===== src/rtl/dut_bus_master.sv =====
`timescale 1ns/1ps
// -----------------------------------------------------------------------------
// dut_bus_master
//
// Initiator for the OR-combiner register bus. Takes (a, b) operand pairs from
// an input stream, writes a to address 4 and b to address 5 once the slave's
// FIFO-not-full status (addresses 0 and 1) allows it, polls result-valid at
// address 2, pops the result from address 3 and presents it on an output
// stream. One transaction is in flight at a time.
//
// Parameters
//   TIMEOUT  consecutive POLL_Y cycles before the transaction is abandoned
//            (1 .. 65535)
//   DW       operand / result / bus data width
//
// Ports
//   CLK, RST        clock (rising edge), synchronous active-high reset
//   op_a, op_b      operand pair; op_valid / op_ready handshake
//   res_data        registered result; res_valid / res_ready handshake
//   write_address, write_data, write_en, write_rdy   bus write channel
//   read_address, read_en, read_data, read_rdy       bus read channel
//                   (read_data is combinational from read_address)
//   busy            FSM not in IDLE
//   err             sticky timeout flag, cleared only by RST
//   txn_count       completed transactions, wraps at 16 bits
// -----------------------------------------------------------------------------
module dut_bus_master #(
    parameter int unsigned TIMEOUT = 1023,
    parameter int unsigned DW      = 8
) (
    input  logic          CLK,
    input  logic          RST,
    input  logic [DW-1:0] op_a,
    input  logic [DW-1:0] op_b,
    input  logic          op_valid,
    output logic          op_ready,
    output logic [DW-1:0] res_data,
    output logic          res_valid,
    input  logic          res_ready,
    output logic [2:0]    write_address,
    output logic [DW-1:0] write_data,
    output logic          write_en,
    input  logic          write_rdy,
    output logic [2:0]    read_address,
    output logic          read_en,
    input  logic [DW-1:0] read_data,
    input  logic          read_rdy,
    output logic          busy,
    output logic          err,
    output logic [15:0]   txn_count
);

    typedef enum logic [2:0] {
        S_IDLE,
        S_POLL_A,
        S_WR_A,
        S_POLL_B,
        S_WR_B,
        S_POLL_Y,
        S_RD_Y,
        S_OUT
    } state_t;

    // Bus register map
    localparam logic [2:0] A_STAT_A = 3'd0;
    localparam logic [2:0] A_STAT_B = 3'd1;
    localparam logic [2:0] A_STAT_Y = 3'd2;
    localparam logic [2:0] A_POP_Y  = 3'd3;
    localparam logic [2:0] A_PUSH_A = 3'd4;
    localparam logic [2:0] A_PUSH_B = 3'd5;

    localparam logic [15:0] TO_LAST = 16'(TIMEOUT - 1);

    state_t        r_state;
    state_t        w_next;
    logic [DW-1:0] r_a;
    logic [DW-1:0] r_b;
    logic [DW-1:0] r_res;
    logic          r_err;
    logic [15:0]   r_txn;
    logic [15:0]   r_to;

    logic          w_capture;
    logic          w_load_res;
    logic          w_to_clr;
    logic          w_to_inc;
    logic          w_set_err;
    logic          w_done;
    logic          w_to_last;

    assign w_to_last = (r_to == TO_LAST);

    // State register and datapath registers
    always_ff @(posedge CLK) begin
        if (RST) begin
            r_state <= S_IDLE;
            r_a     <= '0;
            r_b     <= '0;
            r_res   <= '0;
            r_err   <= 1'b0;
            r_txn   <= '0;
            r_to    <= '0;
        end else begin
            r_state <= w_next;
            if (w_capture) begin
                r_a <= op_a;
                r_b <= op_b;
            end
            if (w_load_res) begin
                r_res <= read_data;
            end
            if (w_set_err) begin
                r_err <= 1'b1;
            end
            if (w_done) begin
                r_txn <= r_txn + 16'd1;
            end
            if (w_to_clr) begin
                r_to <= '0;
            end else if (w_to_inc) begin
                r_to <= r_to + 16'd1;
            end
        end
    end

    // Next state and bus decode. Addresses and write data depend on state and
    // captured operands only; the strobes are additionally qualified by the
    // slave's ready so each access is exactly one accepted cycle.
    always_comb begin
        w_next        = r_state;
        op_ready      = 1'b0;
        write_address = '0;
        write_data    = '0;
        write_en      = 1'b0;
        read_address  = '0;
        read_en       = 1'b0;
        w_capture     = 1'b0;
        w_load_res    = 1'b0;
        w_to_clr      = 1'b0;
        w_to_inc      = 1'b0;
        w_set_err     = 1'b0;
        w_done        = 1'b0;

        case (r_state)
            S_IDLE: begin
                op_ready = 1'b1;
                if (op_valid) begin
                    w_capture = 1'b1;
                    w_next    = S_POLL_A;
                end
            end
            S_POLL_A: begin
                read_address = A_STAT_A;
                if (read_data[0]) begin
                    w_next = S_WR_A;
                end
            end
            S_WR_A: begin
                write_address = A_PUSH_A;
                write_data    = r_a;
                if (write_rdy) begin
                    write_en = 1'b1;
                    w_next   = S_POLL_B;
                end
            end
            S_POLL_B: begin
                read_address = A_STAT_B;
                if (read_data[0]) begin
                    w_next = S_WR_B;
                end
            end
            S_WR_B: begin
                write_address = A_PUSH_B;
                write_data    = r_b;
                if (write_rdy) begin
                    write_en = 1'b1;
                    w_to_clr = 1'b1;
                    w_next   = S_POLL_Y;
                end
            end
            S_POLL_Y: begin
                read_address = A_STAT_Y;
                if (read_data[0]) begin
                    w_next = S_RD_Y;
                end else if (w_to_last) begin
                    // Abandon without popping; a late result stays in the
                    // slave and is returned by the next transaction.
                    w_set_err = 1'b1;
                    w_next    = S_IDLE;
                end else begin
                    w_to_inc = 1'b1;
                end
            end
            S_RD_Y: begin
                read_address = A_POP_Y;
                if (read_rdy) begin
                    read_en    = 1'b1;
                    w_load_res = 1'b1;
                    w_next     = S_OUT;
                end
            end
            S_OUT: begin
                if (res_ready) begin
                    w_done = 1'b1;
                    w_next = S_IDLE;
                end
            end
            default: begin
                w_next = S_IDLE;
            end
        endcase
    end

    assign res_valid = (r_state == S_OUT);
    assign res_data  = r_res;
    assign busy      = (r_state != S_IDLE);
    assign err       = r_err;
    assign txn_count = r_txn;

endmodule


===== config.mk =====
export PLATFORM = sky130hd
export DESIGN_NAME = dut_bus_master
export DESIGN_NICKNAME = d
export VERILOG_FILES = /design/src/rtl/dut_bus_master.sv
export SDC_FILE = /design/constraint.sdc
export NUM_CORES = 1
export LEC_CHECK = 0
export BUFFER_PORTS_ARGS = -buffer_cell sky130_fd_sc_hd__buf_2
export CORE_ASPECT_RATIO = 1.5
export CORE_MARGIN = 2
export CORE_UTILIZATION = 54
export CTS_BUF_LIST = sky130_fd_sc_hd__clkbuf_2
export CTS_CLUSTER_DIAMETER = 60
export DETAILED_ROUTE_END_ITERATION = 6
export PLACE_DENSITY_LB_ADDON = 0.1
export SLEW_MARGIN = 20
export SYNTH_ARGS = -nofsm -noshare
export SYNTH_HDL_FRONTEND = slang
export SYNTH_SLANG_ARGS = --single-unit

===== constraint.sdc =====
create_clock -name CLK -period 2.4 [get_ports CLK]
set_clock_uncertainty 0.2 [all_clocks]
set_input_delay 0.24 -clock CLK [delete_from_list [all_inputs] [get_ports CLK]]
set_output_delay 0.24 -clock CLK [all_outputs]
set_load 0.03 [all_outputs]

==> results.md <==
* H-tree Lvls at 3
* Largest net degree at the start of global routing at 19
* TritonCTS clock tree: built
* Root Buffer: clkbuf_2
* Warnings from Yosys at 0
* Combinational share of power at 0.276
* Synthesized area per cell at 8.27 sq um
* RD Place Congestion at 0.770
* Antenna violations before repair at 0
* Leading register cell type out of synthesis: dfxtp_1
* GRT Overall Usage at 0.237
* Vias per Instance at 5.24
* Placed inst area at 0.00322 sq mm
* Detailed-route DRC error count at 0
* Worst EP arrival at 1.86 ns
* Grt ovf at 0
* Num rows at 32
* Vias in the first global route at 2618
* Hold crit path type: primary input to flop
* Tmin final at 2.30 ns
* Wire length per cell at 12.7 um
* DRT Wirelength at 6.48 mm
* Fin. Hold Viols at 0
* Post-detail-place hpwl at 4.21 mm
* Achievable Freq at 435 MHz
* Mapped Area at 0.00284 sq mm
* Starting density of the core at 0.558
* Area growth syn-to-layout at 27.1%
* Worst EP required at 1.96 ns
* Number of buffers created by CTS at 9
* CTS Sinks at 60
* Synth top area cells: dfxtp_1, nand2_1, a21oi_1, nor2_1, xnor2_1
* Startpoint types: flop
* Clock Path Buffers at 2
* Fin Hold WS at 0.0501 ns
* Net Sw Frac at 0.352
* CP max FO at 16
* Crit share post-route at 0.959
* Total number of vias at 2677
* Largest area contributor in the netlist: dfxtp_1
* Power Density at 670 mW/mm^2
* Clock Latency Late Sink at 0.50 ns
* WS Path Type: flop to primary output
* Cell-internal power at 1.57 mW
* Post-route ant nets at 0
* Boundary Pins at 74
* Slew @ Worst Pin at 0.517 ns
* Setup TNS at 0 ns
* Sequential power share at 0.474
* Fillers at 454
* Register area at 0.00121 sq mm
* FF-to-FF path depth at 6
* Share of post-route cells with drive strength above 1 at 0.264
* Die Y-Extent at 92.7 um
* DIE WIDTH at 63.2 um
* Lkg Pwr at 1.46 nW
* Nets at 471
* Max_slew headroom at 0.655
* Ys async rst share at 0
* Clock-pin slew on the worst setup and hold paths at 0.16 ns
* Hold Path Stages at 6
* Area of the multi-input gates at 0.00152 sq mm
* DR pass1 iterations at 6
* Core outline area at 0.00508 sq mm
* Gate count after technology mapping at 343
* Port Buffers at 71
* Seq/Total Area, Yosys at 0.424
* Final Max Slew Viols at 0
* Crit. End Element: primary output
* Fin area at 0.00360 sq mm
* Post-synth cell types at 51
* Number of synthesized flops with an enable pin at 0
* Synth top area share at 0.424
* Peak supply drop at 0.000742 V
* First-pass GRT wire length at 11.1 mm
* Antenna cell count at 0
* Power share of the clock group at 0.250
* Status: finished clean
* Die Footprint at 0.00586 sq mm
* 1st-iter DRT viols at 104
* Psw at 850 uW
* Max-Cap Viols at 0
* Yosys reg bits at 60
* Setup-failing EPs final at 0
==> cells by family after synthesis <==
kind of cell / Yosys count / synth area share
muxes: 3 / 0.0132
AOI/OAI and AO/OA: 58 / 0.124
adders and majority gates: 3 / 0.0132
other: 1 / 0.00132
xor gates and xnor gates: 26 / 0.0803
DFF: 60 / 0.424
buffers and inverters: 26 / 0.0454
and+or+nand+nor: 166 / 0.299
==> metrics by stage <==
| step | worst slack (ns) | power (mW) | util | cells |
|---|---|---|---|---|
| final | 0.0992 | 2.42 | 0.709 | 511 |
| after floorplan | 0.120 | 1.63 | - | 344 |
| after global routing | -0.00291 | 2.54 | 0.709 | 511 |
| after global placement | 0.335 | 1.77 | 0.634 | 469 |
| after detailed placement | 0.259 | 1.78 | 0.634 | 469 |
| after CTS | 0.0497 | 2.41 | 0.707 | 511 |
==> per-layer routing <==
metal / part of all wire / track usage / vias up
met2: 0.53 / 0.434 / 55
met3: 0.040 / 0.0522 / 11
met1: 0.40 / 0.252 / 1255
li1: - / - / 1356
met5: 0 / 0 / -
met4: 0.022 / 0.120 / 0
==> path summary, 6_finish.rpt <==
kind	slack, ns	start	endpoint
min reg2reg	0.27	r_b[7]	r_b[7]
min	0.05	read_rdy	res_data[1]
max reg2reg	0.26	r_to[1]	r_state[1]
max	0.1	r_state[1]	write_en
==> synthesized netlist by cell type (2+ instances only) <==
cell      count
a21oi_1      33
a22oi_1       8
a311oi_1      2
and2_1        4
and4_1        3
buf_2         6
buf_4         4
clkbuf_1      9
dfxtp_1      60
ha_1          3
inv_1         3
mux2_2        2
nand2_1      64
nand2b_1      2
nand3_1       8
nand3_2       2
nand4_1       9
nand4_4       2
nor2_1       40
nor2b_1       2
nor3_1       11
nor4_2        2
o21ai_0       7
or3_1         6
xnor2_1      16
xor2_1       10
==> critical path, cell delays in order, from the launching register on <==
cell and delay, ns:
dfxtp_2 0.55, nor2b_1 0.17, buf_4 0.17, o21ba_2 0.16, and2_1 0.11, buf_2 0.19
==> layout by cell type, fill, tap and decap left out, types with 3 or more instances in the layout <==
cell,instances
buf_2,71
nand2_1,64
dfxtp_1,58
nor2_1,39
a21oi_1,33
dlygate4sd3_1,26
xnor2_1,16
clkbuf_2,11
xor2_1,10
nor3_1,10
nand4_1,9
a22oi_1,8
nand3_1,8
o21ai_0,7
buf_4,7
or3_1,6
and2_1,4
inv_1,3
and4_1,3
ha_1,3
==> final cells by class <==
type	instances	share of cell area
multi-input cells	258	0.421
flip-flops and latches	60	0.335
repair buffers	104	0.185
well taps	68	0.0236
clock buffers	11	0.0153
clock inverters	5	0.0146
inverters	5	0.00556
==> registers in the layout, summed over array words and instances (netlist names) <==
register	count
r_to	16
r_b	8
r_a	8
err	1
r_state	3
res_data	8
txn_count	16
==> what timing repair did <==
action | in CTS | in global routing
setup endpoints to repair | 11 | 7
pin swaps | 0 | 0
setup buffers | 0 | 0
endpoints found under the hold margin | 25 | 0
gates resized for setup | 4 | 2
hold buffers | 26 | 0
==> power by group through the flow <==
stage,logic (mW),registers (mW),clock network [mW]
after floorplan,0.518,1.12,0
after global placement,0.615,1.16,0
after detailed placement,0.620,1.16,0
after CTS,0.654,1.14,0.619
after global routing,0.732,1.16,0.656
final,0.668,1.14,0.604
Note: power is estimated with default switching activity, not from simulation.
